## src/rtl/parity_seq_pkg.sv

```systemverilog
// parity_seq_pkg
//   Shared definitions for the parity-run link transmitter:
//   - state_t           : transmitter FSM states
//   - LFSR_TAPS         : tap mask of the 8-bit Fibonacci scrambler (bits 0,2,3,4)
//   - LFSR_DEFAULT_SEED : default scrambler seed
//   - lfsr_step()       : one right-shift step of the scrambler
package parity_seq_pkg;

  typedef enum logic [1:0] {
    ST_IDLE = 2'd0,
    ST_SEND = 2'd1,
    ST_DONE = 2'd2
  } state_t;

  localparam logic [7:0] LFSR_TAPS         = 8'h1D;
  localparam logic [7:0] LFSR_DEFAULT_SEED = 8'hA5;

  // Feedback is the XOR of the tapped bits, shifted in at the MSB.
  function automatic logic [7:0] lfsr_step(input logic [7:0] l);
    return {^(l & LFSR_TAPS), l[7:1]};
  endfunction

endpackage

```

## src/rtl/lfsr8.sv

```systemverilog
// lfsr8
//   8-bit Fibonacci LFSR (right shift) with synchronous load and advance.
//   Ports:
//     i_clk     : clock, rising edge
//     i_reset   : asynchronous active-high reset, loads RESET_VAL
//     i_load    : load i_seed
//     i_seed    : value to load (must be nonzero)
//     i_advance : step the register once; combined with i_load the seed is
//                 loaded and stepped in the same cycle
//     o_q       : current register value
module lfsr8
  import parity_seq_pkg::*;
#(
  parameter logic [7:0] RESET_VAL = LFSR_DEFAULT_SEED
) (
  input  logic       i_clk,
  input  logic       i_reset,
  input  logic       i_load,
  input  logic [7:0] i_seed,
  input  logic       i_advance,
  output logic [7:0] o_q
);

  logic [7:0] r_lfsr;
  logic [7:0] w_lfsr_base;
  logic [7:0] w_lfsr_next;

  always_comb begin
    w_lfsr_base = i_load ? i_seed : r_lfsr;
    w_lfsr_next = i_advance ? lfsr_step(w_lfsr_base) : w_lfsr_base;
  end

  always_ff @(posedge i_clk or posedge i_reset) begin
    if (i_reset) begin
      r_lfsr <= RESET_VAL;
    end else begin
      r_lfsr <= w_lfsr_next;
    end
  end

  assign o_q = r_lfsr;

endmodule

```

## src/rtl/parity_seq_tx.sv

```systemverilog
// parity_seq_tx
//   Serializes a programmed parity pattern onto a 3-wire link, one symbol
//   per clock, such that w1^w2^w3 equals the pattern bit. w1/w2 carry LFSR
//   scrambling bits, w3 restores the wanted parity. Also predicts the
//   downstream run detector output (z after three consecutive odd symbols).
//   Ports:
//     i_clk, i_reset : clock and asynchronous active-high reset
//     i_start        : transfer request, sampled only in IDLE
//     i_pattern      : symbol parities, LSB first, captured on accept
//     i_len          : symbol count 0..PAT_W (larger values clamp to PAT_W)
//     o_busy         : high while symbols are being sent
//     o_done         : one-cycle pulse after the last symbol
//     o_w1/o_w2/o_w3 : registered line symbol
//     o_k_exp        : registered parity of the line symbol
//     o_z_exp        : predicted detector output
module parity_seq_tx
  import parity_seq_pkg::*;
#(
  parameter int         PAT_W     = 16,
  parameter int         LEN_W     = $clog2(PAT_W) + 1,
  parameter logic [7:0] LFSR_SEED = LFSR_DEFAULT_SEED
) (
  input  logic             i_clk,
  input  logic             i_reset,
  input  logic             i_start,
  input  logic [PAT_W-1:0] i_pattern,
  input  logic [LEN_W-1:0] i_len,
  output logic             o_busy,
  output logic             o_done,
  output logic             o_w1,
  output logic             o_w2,
  output logic             o_w3,
  output logic             o_k_exp,
  output logic             o_z_exp
);

  localparam int IDX_W = (PAT_W > 1) ? $clog2(PAT_W) : 1;

  state_t           r_state;
  logic [PAT_W-1:0] r_pattern;
  logic [LEN_W-1:0] r_len;
  logic [LEN_W-1:0] r_idx;
  logic             r_w1, r_w2, r_w3, r_k;
  logic [1:0]       r_run;

  state_t           w_state_next;
  logic [PAT_W-1:0] w_pattern_next;
  logic [LEN_W-1:0] w_len_next;
  logic [LEN_W-1:0] w_idx_next;
  logic             w_w1_next, w_w2_next, w_w3_next, w_k_next;
  logic [1:0]       w_run_next;

  logic [LEN_W-1:0] w_len_clamped;
  logic             w_issue;
  logic             w_sym_bit;
  logic [1:0]       w_sym_l;
  logic             w_lfsr_load;
  logic [7:0]       w_lfsr_q;
  logic             w_lfsr_hi_unused;

  // The LFSR always holds the value for the next symbol to be issued. On
  // accept it is loaded and stepped in one go, because symbol 0 itself is
  // built from the seed directly.
  lfsr8 #(
    .RESET_VAL(LFSR_SEED)
  ) u_lfsr (
    .i_clk    (i_clk),
    .i_reset  (i_reset),
    .i_load   (w_lfsr_load),
    .i_seed   (LFSR_SEED),
    .i_advance(w_issue),
    .o_q      (w_lfsr_q)
  );

  // Only the two low bits reach the line; the rest is scrambler state.
  assign w_lfsr_hi_unused = ^w_lfsr_q[7:2];

  assign w_len_clamped = (i_len > LEN_W'(PAT_W)) ? LEN_W'(PAT_W) : i_len;

  always_comb begin
    w_state_next   = r_state;
    w_pattern_next = r_pattern;
    w_len_next     = r_len;
    w_idx_next     = r_idx;
    w_issue        = 1'b0;
    w_sym_bit      = 1'b0;
    w_sym_l        = w_lfsr_q[1:0];
    w_lfsr_load    = 1'b0;

    case (r_state)
      ST_IDLE: begin
        if (i_start) begin
          w_lfsr_load    = 1'b1;
          w_pattern_next = i_pattern;
          w_len_next     = w_len_clamped;
          w_idx_next     = '0;
          if (w_len_clamped != '0) begin
            w_state_next = ST_SEND;
            w_issue      = 1'b1;
            w_sym_bit    = i_pattern[0];
            w_sym_l      = LFSR_SEED[1:0];
            w_idx_next   = LEN_W'(1);
          end else begin
            w_state_next = ST_DONE;
          end
        end
      end
      ST_SEND: begin
        // r_idx is the next symbol to issue; reaching r_len means the last
        // symbol has been on the line for one cycle.
        if (r_idx < r_len) begin
          w_issue    = 1'b1;
          w_sym_bit  = r_pattern[r_idx[IDX_W-1:0]];
          w_idx_next = r_idx + LEN_W'(1);
        end else begin
          w_state_next = ST_DONE;
        end
      end
      ST_DONE: begin
        w_state_next = ST_IDLE;
      end
      default: begin
        w_state_next = ST_IDLE;
      end
    endcase

    // Idle symbol is all zeros (even parity).
    w_w1_next = 1'b0;
    w_w2_next = 1'b0;
    w_w3_next = 1'b0;
    w_k_next  = 1'b0;
    if (w_issue) begin
      w_w1_next = w_sym_l[0];
      w_w2_next = w_sym_l[1];
      w_w3_next = w_sym_bit ^ w_sym_l[0] ^ w_sym_l[1];
      w_k_next  = w_sym_bit;
    end

    // Run counter follows the symbol currently on the line, saturating at 3.
    if (r_k) begin
      w_run_next = (r_run == 2'd3) ? 2'd3 : r_run + 2'd1;
    end else begin
      w_run_next = 2'd0;
    end
  end

  always_ff @(posedge i_clk or posedge i_reset) begin
    if (i_reset) begin
      r_state   <= ST_IDLE;
      r_pattern <= '0;
      r_len     <= '0;
      r_idx     <= '0;
      r_w1      <= 1'b0;
      r_w2      <= 1'b0;
      r_w3      <= 1'b0;
      r_k       <= 1'b0;
      r_run     <= 2'd0;
    end else begin
      r_state   <= w_state_next;
      r_pattern <= w_pattern_next;
      r_len     <= w_len_next;
      r_idx     <= w_idx_next;
      r_w1      <= w_w1_next;
      r_w2      <= w_w2_next;
      r_w3      <= w_w3_next;
      r_k       <= w_k_next;
      r_run     <= w_run_next;
    end
  end

  assign o_busy  = (r_state == ST_SEND);
  assign o_done  = (r_state == ST_DONE);
  assign o_w1    = r_w1;
  assign o_w2    = r_w2;
  assign o_w3    = r_w3;
  assign o_k_exp = r_k;
  assign o_z_exp = (r_run == 2'd3);

endmodule

```

## config.mk

```make
export PLATFORM = sky130hd
export DESIGN_NAME = parity_seq_tx
export DESIGN_NICKNAME = d
export VERILOG_FILES = /design/src/rtl/parity_seq_pkg.sv /design/src/rtl/lfsr8.sv /design/src/rtl/parity_seq_tx.sv
export SDC_FILE = /design/constraint.sdc
export NUM_CORES = 1
export LEC_CHECK = 0
export ABC_AREA = 0
export CAP_MARGIN = 10
export CELL_PAD_IN_SITES_DETAIL_PLACEMENT = 1
export CELL_PAD_IN_SITES_GLOBAL_PLACEMENT = 1
export CORE_UTILIZATION = 42
export CTS_CLUSTER_DIAMETER = 200
export DETAILED_ROUTE_END_ITERATION = 6
export PLACE_DENSITY_LB_ADDON = 0.1
export SLEW_MARGIN = 15
export SYNTH_ARGS = -nofsm -noshare
export SYNTH_HDL_FRONTEND = slang
export SYNTH_HIERARCHICAL = 1
export SYNTH_SLANG_ARGS = --single-unit
```

## constraint.sdc

```tcl
create_clock -name i_clk -period 2.8 [get_ports i_clk]
set_clock_uncertainty 0.05 [all_clocks]
set_input_delay 0.56 -clock i_clk [delete_from_list [all_inputs] [get_ports i_clk]]
set_output_delay 0.56 -clock i_clk [all_outputs]
set_load 0.005 [all_outputs]
```

# --- Word level (Yosys, flattened, before mapping) ---
# Index checks and enable logic that the tools add are counted.
# Widths: inputs -> output; s select.
op_classes:
  n_addsub: 2
  n_mul: 0
  div: 0
  n_lt_le_gt_ge: 3
  eq_ne: 6
  shifts: 0
  mux: 32
  n_bitwise: 2
  reduce_logical: 7
op_table:
  columns: ["cell", "count"]
  rows:
  - ["$mux 2", 8]
  - ["$mux 8", 2]
  - ["$mux 5", 3]
  - ["$mux 1", 14]
  - ["$pmux 5 s2", 1]
  - ["$reduce_xor 8->1", 1]
  - ["$add 5x1->5 const B", 1]
  - ["$gt 5x5->1 const B", 1]
  - ["$lt 4x5->1 const B", 1]
  - ["$lt 5x5->1", 1]
  - ["$reduce_bool 5->1", 1]
  - ["$bmux 1 s4", 1]
  - ["$eq 2x2->1 const B", 2]
  - ["$ne 2x2->1 const B", 2]
  - ["$pmux 1 s2", 2]
  - ["$pmux 2 s2", 1]
  - ["$reduce_and 2->1", 2]
  - ["$reduce_and 3->1", 1]
  - ["$add 2x1->2 const B", 1]
  - ["$eq 2x1->1 const B", 1]
  - ["$logic_not 2->1", 1]
  - ["$ne 2x1->1 const B", 1]
  - ["$reduce_bool 2->1", 1]
  - ["$xor 1x1->1", 2]
word_totals:
  register_bits: 42
  latchBits: 0
  ram_bits: 0
  romBits: 0
  input_bits: 24
  out_inout_bits: 7
  wordCells: 62
  memories: 0

# --- Depth between registers and ports, before layout ---
# Gate-level depths: netlist of run 1.
depth:
  depth_word: 9
  mapped_depth: 8
  depth_no_buf: 7

# --- By module ---
# Netlist of run 1, hierarchy kept.
by_module_without_submodules:
  columns: ["mod", "n_inst", "cells_per_inst", "area_each_um2", "seq_area_each_um2"]
  rows:
  - ["parity_seq_tx", 1, 170, 1661.6, 850.8]
  - ["lfsr8", 1, 25, 457.9, 205.2]

# --- Least setup slack after synthesis of run 1 ---
# Ideal clock, no wire load.
synth_timing:
  path_kind: "input to register"
  start: "input i_start"
  end: "register u_lfsr.r_lfsr[4] (netlist: u_lfsr/o_q[4])"
  setup_ns: 0.140
  arrival_time_ns: 2.119
  t_required_ns: 2.610
  path_slack_ns: 0.491
  path_stages: 6
  path_buffers: 3
  path_cell_list: "or3b_1 > buf_2 > inv_2 > buf_2 > buf_2 > mux4_1"
synth_via:
  elab_chain_len: 4
  word_cells_on_any_way: 6
  classes_between: "mux (6)"
synth_lines:
  columns: ["item", "line_no", "text"]
  rows:
  - ["start: declaration", "parity_seq_tx.sv:25", "input logic i_start,"]
  - ["$mux 1", "parity_seq_tx.sv:92", "if (i_start) begin"]
  - ["$mux 1", "parity_seq_tx.sv:90", "case (r_state)"]
  - ["via w_lfsr_load", "parity_seq_tx.sv:57", "logic w_lfsr_load;"]
  - ["$mux 8", "lfsr8.sv:29", "w_lfsr_base = i_load ? i_seed : r_lfsr;"]
  - ["$mux 8", "lfsr8.sv:30", "w_lfsr_next = i_advance ? lfsr_step(w_lfsr_base) : w_lfsr_base;"]
  - ["via u_lfsr.w_lfsr_next[4]", "lfsr8.sv:26", "logic [7:0] w_lfsr_next;"]
  - ["end signal: assignment", "lfsr8.sv:37", "r_lfsr <= w_lfsr_next;"]
  - ["end: declaration", "lfsr8.sv:24", "logic [7:0] r_lfsr;"]
# The timed path passes the listed nets, and every way through them passes these cells.
# A chain may end at the register's enable or synchronous reset.

# --- Worst setup path in the final report of run 1 ---
layout_timing:
  start: "input i_start"
  end: "register u_lfsr.r_lfsr[6] (netlist: u_lfsr/o_q[6])"
layout_via:
  word_cells_on_any_way: 6
  classes_between: "mux (6)"
layout_lines:
  columns: ["item", "line_no", "text"]
  rows:
  - ["$mux 1", "parity_seq_tx.sv:92", null]
  - ["$pmux 1 s2", "parity_seq_tx.sv:90", null]
  - ["via w_issue", "parity_seq_tx.sv:54", "logic w_issue;"]
  - ["$mux 8", "lfsr8.sv:30", null]
  - ["via u_lfsr.w_lfsr_next[6]", "lfsr8.sv:26", null]
# The timed path passes the listed nets, and every way through them passes these cells.

==> summary.txt, run 1 <==
outcome: finished, final reports clean
antenna cells: 0
CTS H-Tree Depth: 2
post-DP HPWL: 3470 µm
Min-Delay Path Depth: 2
Clock Tree Buf Depth: 2
Filler Cell Count: 539
Synth area leader: dfrtp_1
via count: 1531
synthesized instance count: 195
pin count of the biggest net entering global routing: 35
TritonCTS buffer count: 5
startpoint class of the critical path: input pin
Post-CTS Setup Inserts: 0
nets@finish: 274
CP Class: in2reg
Seq/Total Area, Yosys: 0.498
die height: 73.0 µm
worst skew pair latency: 0.29 ns
# setup viols final: 0
total wire length: 4580 µm
core area: 4790 µm²
cts repair resizes: 0
crit share post-route: 0.815
fmax: 438 MHz
WP data arrival: 2.40 ns
area of the multi-input gates: 1020 µm²
final hold viol count: 0
Area contributors post-synth: dfrtp_1 (45%), nand2_1 (10%), mux4_2 (8.5%), dfstp_2 (5.0%), mux4_1 (5.0%)
Synth Area in Simple Gates: 0.160
Worst EP required: 2.92 ns
worst ir drop on vdd: 0.368 mV
die area: 5330 µm²
post-synth cell types: 39
Layout area overhead: 24.9%
IO buf count: 30
mux cell area share after synthesis: 0.154
Routed wire per std cell: 14.7 µm
clk sinks: 42
Cell Pwr Density: 1000 nW/µm²
Synth Warn #: 6
antenna viol nets, final: 0
Pins Over Slew Limit: 0
Leak: 1.23 nW
Placer Congestion: 0.808
largest family of logic cells by synthesized area: simple AND/OR/NAND/NOR gates
clock transition at the registers of the reported paths: 0.08 ns
top cell type's share of synthesized area: 0.449
drt pass-1 iters: 4
vias in the first global route: 1650
initial antenna violation count: 0
final total power: 0.00265 W
# hold bufs at CTS: 0
RSZ-0062 raised after global routing: false
IO Pins: 31
num rows: 25
die width: 73.0 µm
final core utilization: 0.553
syn avg cell area: 10.9 µm²
worst-case reg-to-reg path depth: 6
DRT iter0 DRCs: 48
Initial Util: 0.443
GRT Total Usage: 0.202
XOR/XNOR Fraction of Synth Area: 0.0331
CP max-delay cell: clkdlybuf4s50_1
cell area after synthesis: 2120 µm²
crit path time final: 2.28 ns
Fin Hold WS: 0.427 ns
grt total ovfl: 0
crit-path max cell delay: 0.48 ns
share of post-route cells with drive strength above 1: 0.110
critical path cell sequence: clkdlybuf4s50_1 -> or3b_1 -> inv_2 -> o21ai_2 -> nand2_1 -> mux4_2
Yosys reg bits: 42
total negative slack: 0 ns
CTS root buffer: clkbuf_8
Compound-Gate Fraction of Synth Area: 0.0732
DRC viols: 0
Adder-Cell Fraction of Synth Area: 0.0295
CTS tree: done
CP max FO: 11
FF+latch area: 1060 µm²
drt via density: 4.91
CP Capture Type: flip-flop
first-pass GRT wire length: 7910 µm
Max-cap violations: 0
Hold Crit Class: reg2reg
state kept, by name (all words and copies together) (netlist names):
signal and count:
u_lfsr/o_q 8, r_pattern 16, r_len 5, o_w2 1, o_k_exp 1, r_run 2
r_idx 5, r_state 2, o_w1 1, o_w3 1
per-stage QoR:
step | worst slack [ns] | instances | instance area, µm²
after floorplan | 0.491 | 212 | 2180
after global placement | 0.292 | 305 | 2570
after detailed placement | 0.206 | 305 | 2570
after CTS | 0.518 | 312 | 2650
after global routing | 0.431 | 312 | 2650
final | 0.518 | 312 | 2650
layout by cell type (no fill, tap or decap), drive strengths merged, types with 2 or more instances in the layout:
| cell | netlist | layout |
|---|---|---|
| xor2 | 3 | 3 |
| buf | 9 | 6 |
| clkdlybuf4s50 | 0 | 30 |
| dfrtp | 38 | 38 |
| and2 | 2 | 2 |
| o21ai | 8 | 8 |
| mux4 | 12 | 12 |
| ha | 5 | 5 |
| nand4 | 2 | 2 |
| conb | 2 | 19 |
| nand2 | 57 | 57 |
| dfstp | 4 | 4 |
| a21oi | 5 | 5 |
| nand3b | 5 | 5 |
| a31o | 3 | 3 |
| nor2 | 2 | 2 |
| clkbuf | 1 | 7 |
| mux2i | 3 | 3 |
| xnor2 | 5 | 5 |
| inv | 13 | 13 |
| nor2b | 2 | 2 |
cell families (layout without fill, tap and decap cells):
family / after synthesis / count (layout)
AOI/OAI and AO/OA: 24 / 24
muxes: 16 / 16
other: 2 / 19
adders and majority gates: 5 / 5
and+or+nand+nor: 75 / 75
DFF: 42 / 42
buffers and inverters: 23 / 56
xor gates and xnor gates: 8 / 8
path summary, 6_finish.rpt:
path	start	end	slack, ns
max in group asynchronous	i_reset	r_pattern[11]$_DFFE_PP0P_	1.75
worst max register to register	r_idx[2]$_DFFE_PP0P_	u_lfsr/o_q[6]$_DFF_PP0_	0.57
worst min register to register	r_pattern[12]$_DFFE_PP0P_	r_pattern[12]$_DFFE_PP0P_	0.43
worst max-delay path	i_start	u_lfsr/o_q[6]$_DFF_PP0_	0.52
worst min-delay path	r_pattern[12]$_DFFE_PP0P_	r_pattern[12]$_DFFE_PP0P_	0.43
min in group asynchronous	i_reset	u_lfsr/o_q[4]$_DFF_PP0_	0.48
power by group:
part | internal [W] | total, W | switching [W] | leakage [nW]
registers | 0.000899 | 0.00110 | 0.000197 | 0.521
clock network | 0.000172 | 0.000367 | 0.000195 | 0.0383
logic | 0.000635 | 0.00118 | 0.000547 | 0.671
total | 0.00171 | 0.00265 | 0.000940 | 1.23
synthesized netlist by cell type:
library cell  count
nand2_1          57
dfrtp_1          38
inv_1            12
mux4_2            8
buf_2             7
o21ai_1           7
a21oi_1           5
ha_1              5
nand3b_1          5
xnor2_1           5
dfstp_2           4
mux4_1            4
a31o_1            3
mux2i_1           3
xor2_1            3
and2_1            2
conb_1            2
nand4_1           2
nor2_1            2
nor2b_1           2
a211o_1           1
a21boi_0          1
a31oi_1           1
and3_1            1
buf_1             1
buf_6             1
clkbuf_1          1
inv_2             1
mux2_2            1
nand2b_4          1
o211ai_1          1
o21a_1            1
o21ai_2           1
o22ai_1           1
o31ai_1           1
o32ai_1           1
or3_1             1
or3b_1            1
or4_1             1
layout make-up:
class | instances | area share
sequential | 42 | 0.399
tap | 67 | 0.0317
multi-input combinational | 147 | 0.387
inverter | 13 | 0.0184
timing repair buffer | 36 | 0.135
clock buffer | 7 | 0.0288
critical path: cells and delay by family:
kind / cells / cell delay (ns)
compound gates: 1 / 0.11
buf+inv: 2 / 0.68
mux: 1 / 0.36
simple gates: 2 / 0.69
metal layers:
| metal | GRT usage | part of all wire |
|---|---|---|
| met1 | 0.263 | 0.45 |
| met2 | 0.333 | 0.51 |
| met3 | 0.0414 | 0.033 |
| met4 | 0.0719 | 0.014 |
| met5 | 0 | 0 |
(Power assumes the default switching activity.)
==> run 2, diff against run 1 <==
--- a/config.mk
+++ b/config.mk
@@ -9,7 +9,7 @@
 export CAP_MARGIN = 10
 export CELL_PAD_IN_SITES_DETAIL_PLACEMENT = 1
 export CELL_PAD_IN_SITES_GLOBAL_PLACEMENT = 1
-export CORE_UTILIZATION = 42
+export CORE_UTILIZATION = 38
 export CTS_CLUSTER_DIAMETER = 200
 export DETAILED_ROUTE_END_ITERATION = 6
 export PLACE_DENSITY_LB_ADDON = 0.1
==> constraint.sdc (replaced) <==
create_clock -name i_clk -period 1.95 [get_ports i_clk]
set_clock_uncertainty 0.05 [all_clocks]
set_input_delay 0.39 -clock i_clk [delete_from_list [all_inputs] [get_ports i_clk]]
set_output_delay 0.39 -clock i_clk [all_outputs]
set_load 0.005 [all_outputs]
==> run 2 against run 1 <==
Design area is 6.2% higher. Utilization down 1.6 points. Total power grew 55%. Die area is 10% higher. Largest power group unchanged. Clock power up 48%. Register-to-register slack got worse by 0.53 ns. Count of clock-buffer cells in the layout fell by 1. Sequential power is 41% higher. Final cell count up 6.1%.
==> summary.txt, run 2 (synthesized netlist as in run 1, its figures left out) <==
drt pass-1 iters: 3 (-1)
Cells after DPL: 320 (+4.9%)
most frequent cells in the layout: nand2_1 (56), dfrtp_1 (37), clkdlybuf4s50_1 (29)
Leak: 1.32 nW (+7.3%)
Layout area overhead: 32.7%
crit share post-route: 0.981
CTS H-Tree Depth: 2 (unchanged)
# setup viols final: 0 (unchanged)
CP max-delay cell: dfrtp_1
pin count of the biggest net entering global routing: 35 (unchanged)
crit path time final: 1.91 ns
nets@finish: 289 (+5.5%)
die width: 76.7 µm (+5.0%)
Placer Congestion: 0.821 (+1.6%)
total negative slack: 0 ns (unchanged)
outcome: finished, final reports clean
DRC viols: 0 (unchanged)
setup slack, reg-to-reg: 0.04 ns (-0.53 ns)
IO buf count: 30 (unchanged)
antenna cells: 0 (unchanged)
WP data arrival: 2.03 ns (-0.37 ns)
die area: 5880 µm² (+10%)
first-pass GRT wire length: 8690 µm (+10%)
Post-Layout Cell Count: 331 (+6.1%)
startpoint class of the critical path: flip-flop
initial antenna violation count: 0 (unchanged)
vias in the first global route: 1858 (+13%)
GRT Total Usage: 0.190 (-0.0115)
Clock Tree Buf Depth: 2 (unchanged)
final hold viol count: 0 (unchanged)
CTS tree: done
Max-cap violations: 0 (unchanged)
clk sinks: 42 (unchanged)
fmax: 523 MHz
post-DP HPWL: 3680 µm (+6.0%)
DRT iter0 DRCs: 107 (+120%)
CP Class: reg2reg
grt total ovfl: 0 (unchanged)
Filler Cell Count: 574 (+6.5%)
die height: 76.7 µm (+5.0%)
Worst Setup EP: u_lfsr/o_q[6]$_DFF_PP0_
core area: 5240 µm² (+9.4%)
clock transition at the registers of the reported paths: 0.08 ns (about the same)
share of post-route cells with drive strength above 1: 0.203 (+0.0929)
drt via density: 4.95 (+0.91%)
most common cell after layout, fill and taps aside: nand2_1
total wire length: 5000 µm (+9.3%)
Hold Crit Class: in2async
Cell Pwr Density: 1460 nW/µm² (+46%)
worst-case reg-to-reg path depth: 6 (unchanged)
num rows: 26 (+4.0%)
antenna viol nets, final: 0 (unchanged)
TritonCTS buffer count: 5 (unchanged)
via count: 1639 (+7.1%)
Pins Over Slew Limit: 0 (unchanged)
max reg flops: 16 (unchanged)
reg2reg start: r_idx[4]$_DFFE_PP0P_
IO Pins: 31 (unchanged)
FF-to-FF End: u_lfsr/o_q[6]$_DFF_PP0_
worst ir drop on vdd: 0.531 mV (+44%)
CP max FO: 8 (-3)
crit-path max cell delay: 0.40 ns (-0.08 ns)
CTS root buffer: clkbuf_8
worst skew pair latency: 0.29 ns (about the same)
Initial Util: 0.405 (-0.0382)
Routed wire per std cell: 15.1 µm (+3.0%)
Worst EP required: 2.07 ns (-0.85 ns)
CP Capture Type: flip-flop
critical path cell sequence: ha_1 -> a211o_1 -> a31o_1 -> buf_4 -> nand2_4 -> mux4_2
RSZ-0062 raised after global routing: true
Crit. Startpoint: r_idx[4]$_DFFE_PP0P_
Reg with most FFs: r_pattern
## run 2: changes by cell type in the layout (fill, tap and decap cells not counted), moves of 2 or more
cell      delta
buf_4       +13
buf_6        +3
clkinv_2     +2
inv_1        -3
inv_2        +2
## run 2: metrics by stage
step	instance area (µm²)	hold slack, ns	total power (W)	setup WS (ns)	utilization
final	2810	0.324	0.00410	0.0370	0.537
after global routing	2810	0.383	0.00443	-0.0420	0.537
after CTS	2740	0.328	0.00402	0.0128	0.524
after detailed placement	2660	0.414	0.00345	-0.375	0.507
after global placement	2660	0.403	0.00333	-0.337	0.507
after floorplan	2210	0.153	0.00282	0.00470	-
## run 2: report_power, final
group | internal [W] | total, W | switching, W
clock network | 0.000249 | 0.000543 | 0.000295
registers | 0.00129 | 0.00155 | 0.000260
logic | 0.00109 | 0.00200 | 0.000914
total | 0.00263 | 0.00410 | 0.00147
## run 2: repair_timing
| item | CTS | global route |
|---|---|---|
| pin swaps | 0 | 3 |
| buffers inserted | 0 | 3 |
| endpoints found under the setup margin | 9 | 15 |
| gates resized for setup | 2 | 13 |
| hold buffers | 0 | 0 |
## run 2: worst min-delay path by stage
stage                              from  slack (ns)                        to
6_report                        i_reset        0.32   u_lfsr/o_q[1]$_DFF_PP0_
5_1_grt                         i_reset        0.38   u_lfsr/o_q[4]$_DFF_PP0_
4_1_cts                         i_reset        0.33   u_lfsr/o_q[6]$_DFF_PP0_
3_5_place_dp       r_len[0]$_DFFE_PP0P_        0.41      r_len[0]$_DFFE_PP0P_
3_3_place_gp   r_pattern[7]$_DFFE_PP0P_        0.40  r_pattern[7]$_DFFE_PP0P_
2_1_floorplan                   i_reset        0.15   u_lfsr/o_q[1]$_DFF_PP0_
## run 2: worst max-delay path, delay by kind of cell, from the launching register on
kind	cells	cell delay [ns]
AO/OA/AOI/OAI	2	0.48
flip-flops	1	0.40
multiplexers	1	0.31
AND/OR/NAND/NOR	1	0.11
adder cells (fa/ha/maj)	1	0.30
buffers and inverters	1	0.14
## run 2: metal layers
metal	up-vias	routed length, µm	global-route usage
met1	826	2200	0.236
met4	0	72	0.0404
met3	8	156	0.0476
met2	30	2570	0.333
li1	775	-	-
met5	-	0	0
## run 2: final cells by class
cell class              count  area, µm²  share of cell area
multi-input cells         147       1060               0.378
flip-flops and latches     42       1060               0.376
repair buffers             51        472               0.168
well taps                  70       87.6              0.0311
clock buffers               6       72.6              0.0258
inverters                  13       51.3              0.0182
clock inverters             2       10.0             0.00356
==> run 3, diff against run 2 <==
--- a/config.mk
+++ b/config.mk
@@ -9,7 +9,7 @@
 export CAP_MARGIN = 10
 export CELL_PAD_IN_SITES_DETAIL_PLACEMENT = 1
 export CELL_PAD_IN_SITES_GLOBAL_PLACEMENT = 1
-export CORE_UTILIZATION = 38
+export CORE_UTILIZATION = 45
 export CTS_CLUSTER_DIAMETER = 200
 export DETAILED_ROUTE_END_ITERATION = 6
 export PLACE_DENSITY_LB_ADDON = 0.1
==> constraint.sdc (replaced) <==
create_clock -name i_clk -period 2.37 [get_ports i_clk]
set_clock_uncertainty 0.05 [all_clocks]
set_input_delay 0.474 -clock i_clk [delete_from_list [all_inputs] [get_ports i_clk]]
set_output_delay 0.474 -clock i_clk [all_outputs]
set_load 0.005 [all_outputs]
==> run 3 against run 2 <==
The flow now finishes with violations (design-rule violations). Largest cell class is now flip-flops and latches. Sequential share of layout area up 1.4 points. Final cell count fell by 7.9%. Via count down 1.2%. Setup slack improved by 0.23 ns. Worst hold slack improved by 0.086 ns. Critical path depth stayed put. Sequential cell count stayed put. Combinational power shrank 25%.
==> summary.txt, run 3 (synthesized netlist as in run 1, its figures left out) <==
drt pass-1 iters: 6 (+3)
DRT iter0 DRCs: 89 (-17%)
Max Used Layer: met4
crit share post-route: 0.889
metal2 WL: 2800 µm (+9.1%)
DRC viols: 7 (+7)
Layout area overhead: 27.8%
Placed Area: 2590 µm² (-2.4%)
# setup viols final: 0 (unchanged)
antenna viol nets, final: 0 (unchanged)
final instance area: 2710 µm² (-3.7%)
most common cell after layout, fill and taps aside: nand2_1
CTS H-Tree Depth: 2 (unchanged)
Initial Util: 0.477 (+0.0722)
outcome: complete, but fails checks
Clock Tree Buf Depth: 2 (unchanged)
worst slew pin tran: 0.509 ns
CTS tree: done
drt via density: 5.31 (+7.2%)
post-DP HPWL: 3880 µm (+5.5%)
share of post-route cells with drive strength above 1: 0.142 (-0.0608)
IO buf count: 30 (unchanged)
Post-CTS Setup Inserts: 0 (unchanged)
total negative slack: 0 ns (unchanged)
fmax: 474 MHz
via count: 1619 (-1.2%)
failing checks: design-rule violations
die height: 70.6 µm (-7.9%)
pin count of the biggest net entering global routing: 35 (unchanged)
Place WS: -0.0462 ns (+0.329 ns)
FF-to-FF End: r_idx[3]$_DFFE_PP0P_
Cell Pwr Density: 1250 nW/µm² (-14%)
reg2reg start: r_len[2]$_DFFE_PP0P_
CP Capture Type: flip-flop
CTS root buffer: clkbuf_8
Leak: 1.28 nW (-3.0%)
CP Class: in2reg
WL met1: 2170 µm (-1.6%)
total wire length: 5200 µm (+4.0%)
Routed wire per std cell: 17.1 µm (+13%)
TritonCTS buffer count: 5 (unchanged)
IO Pins: 31 (unchanged)
Reg with most FFs: r_pattern
setup slack, reg-to-reg: 0.30 ns (+0.26 ns)
CP max FO: 8 (unchanged)
Max-cap violations: 0 (unchanged)
PnR worst setup slack: 0.262 ns (+0.225 ns)
clk sinks: 42 (unchanged)
startpoint class of the critical path: input pin
clock transition at the registers of the reported paths: 0.08 ns (about the same)
core area: 4440 µm² (-15%)
Worst EP required: 2.49 ns (+0.42 ns)
crit path time final: 2.11 ns
Pins Over Slew Limit: 0 (unchanged)
vias in the first global route: 1875 (+0.91%)
antenna cells: 0 (unchanged)
max reg flops: 16 (unchanged)
WL met3: 169 µm (+8.3%)
# hold bufs at CTS: 0 (unchanged)
Slew headroom: 0.659
first-pass GRT wire length: 9080 µm (+4.4%)
most frequent cells in the layout: nand2_1 (57), dfrtp_1 (38), clkdlybuf4s50_1 (30)
die width: 70.6 µm (-7.9%)
grt total ovfl: 0 (unchanged)
GRT Total Usage: 0.241 (+0.0509)
nets@finish: 281 (-2.8%)
Hold Crit Class: in2async
Fin Hold WS: 0.409 ns (+0.0856 ns)
cts repair resizes: 0 (-2)
WP data arrival: 2.23 ns (+0.20 ns)
num rows: 24 (-7.7%)
final hold viol count: 0 (unchanged)
worst skew pair latency: 0.30 ns (about the same)
Placer Congestion: 0.782 (-4.7%)
worst-case reg-to-reg path depth: 8 (+2)
initial antenna violation count: 0 (unchanged)
worst ir drop on vdd: 0.518 mV (-2.4%)
RSZ-0062 raised after global routing: false
die area: 4990 µm² (-15%)
## run 3: changes by cell type in the layout (fill, tap and decap cells not counted), moves of 2 or more
cell,delta
buf_6,-3
inv_1,+3
buf_4,-5
inv_2,-2
clkinv_2,-2
## run 3: worst max-delay path by stage
stage / startpoint / slack [ns] / cells after the start / endpoint
final: i_start / 0.26 / 6 / u_lfsr/o_q[4]$_DFF_PP0_
after floorplan: i_start / 0.15 / 6 / u_lfsr/o_q[4]$_DFF_PP0_
after global routing: i_start / 0.17 / 6 / u_lfsr/o_q[4]$_DFF_PP0_
after detailed placement: i_start / -0.05 / 6 / u_lfsr/o_q[4]$_DFF_PP0_
after global placement: i_start / 0.02 / 6 / u_lfsr/o_q[1]$_DFF_PP0_
after CTS: i_start / 0.26 / 6 / u_lfsr/o_q[4]$_DFF_PP0_
## run 3: layout make-up
| cell class | instances | area [µm²] |
|---|---|---|
| fill | 485 | 1740 |
| inverter | 13 | 48.8 |
| timing repair buffer | 43 | 398 |
| clock inverter | 1 | 30.0 |
| tap | 52 | 65.1 |
| clock buffer | 7 | 86.3 |
| sequential | 42 | 1060 |
| multi-input combinational | 147 | 1020 |
## run 3: report_power, final
group          switching [W]  internal, W  total, W  leakage, nW
Sequential          0.000227      0.00106   0.00129        0.521
Combinational       0.000712     0.000787   0.00150        0.702
Clock               0.000255     0.000344  0.000599       0.0585
Total                0.00119      0.00219   0.00339         1.28
## run 3: per-stage QoR
stage                     total power, W  utilization  instances
after CTS                        0.00343        0.610        305
after global placement           0.00266        0.583        297
after global routing             0.00363        0.610        305
final                            0.00339        0.610        305
after detailed placement         0.00281        0.583        297
after floorplan                  0.00229            -        212
## run 3: layer usage
layer,track usage,up-vias
met3,0.0541,6
met4,0.0600,0
met2,0.449,32
li1,-,756
met1,0.283,825
met5,0,-
## run 3: worst max-delay path, stage by stage
cell	delay (ns)
clkdlybuf4s50_1	0.48
or3b_1	0.39
inv_2	0.15
o21ai_2	0.08
nand2_1	0.28
mux4_1	0.36
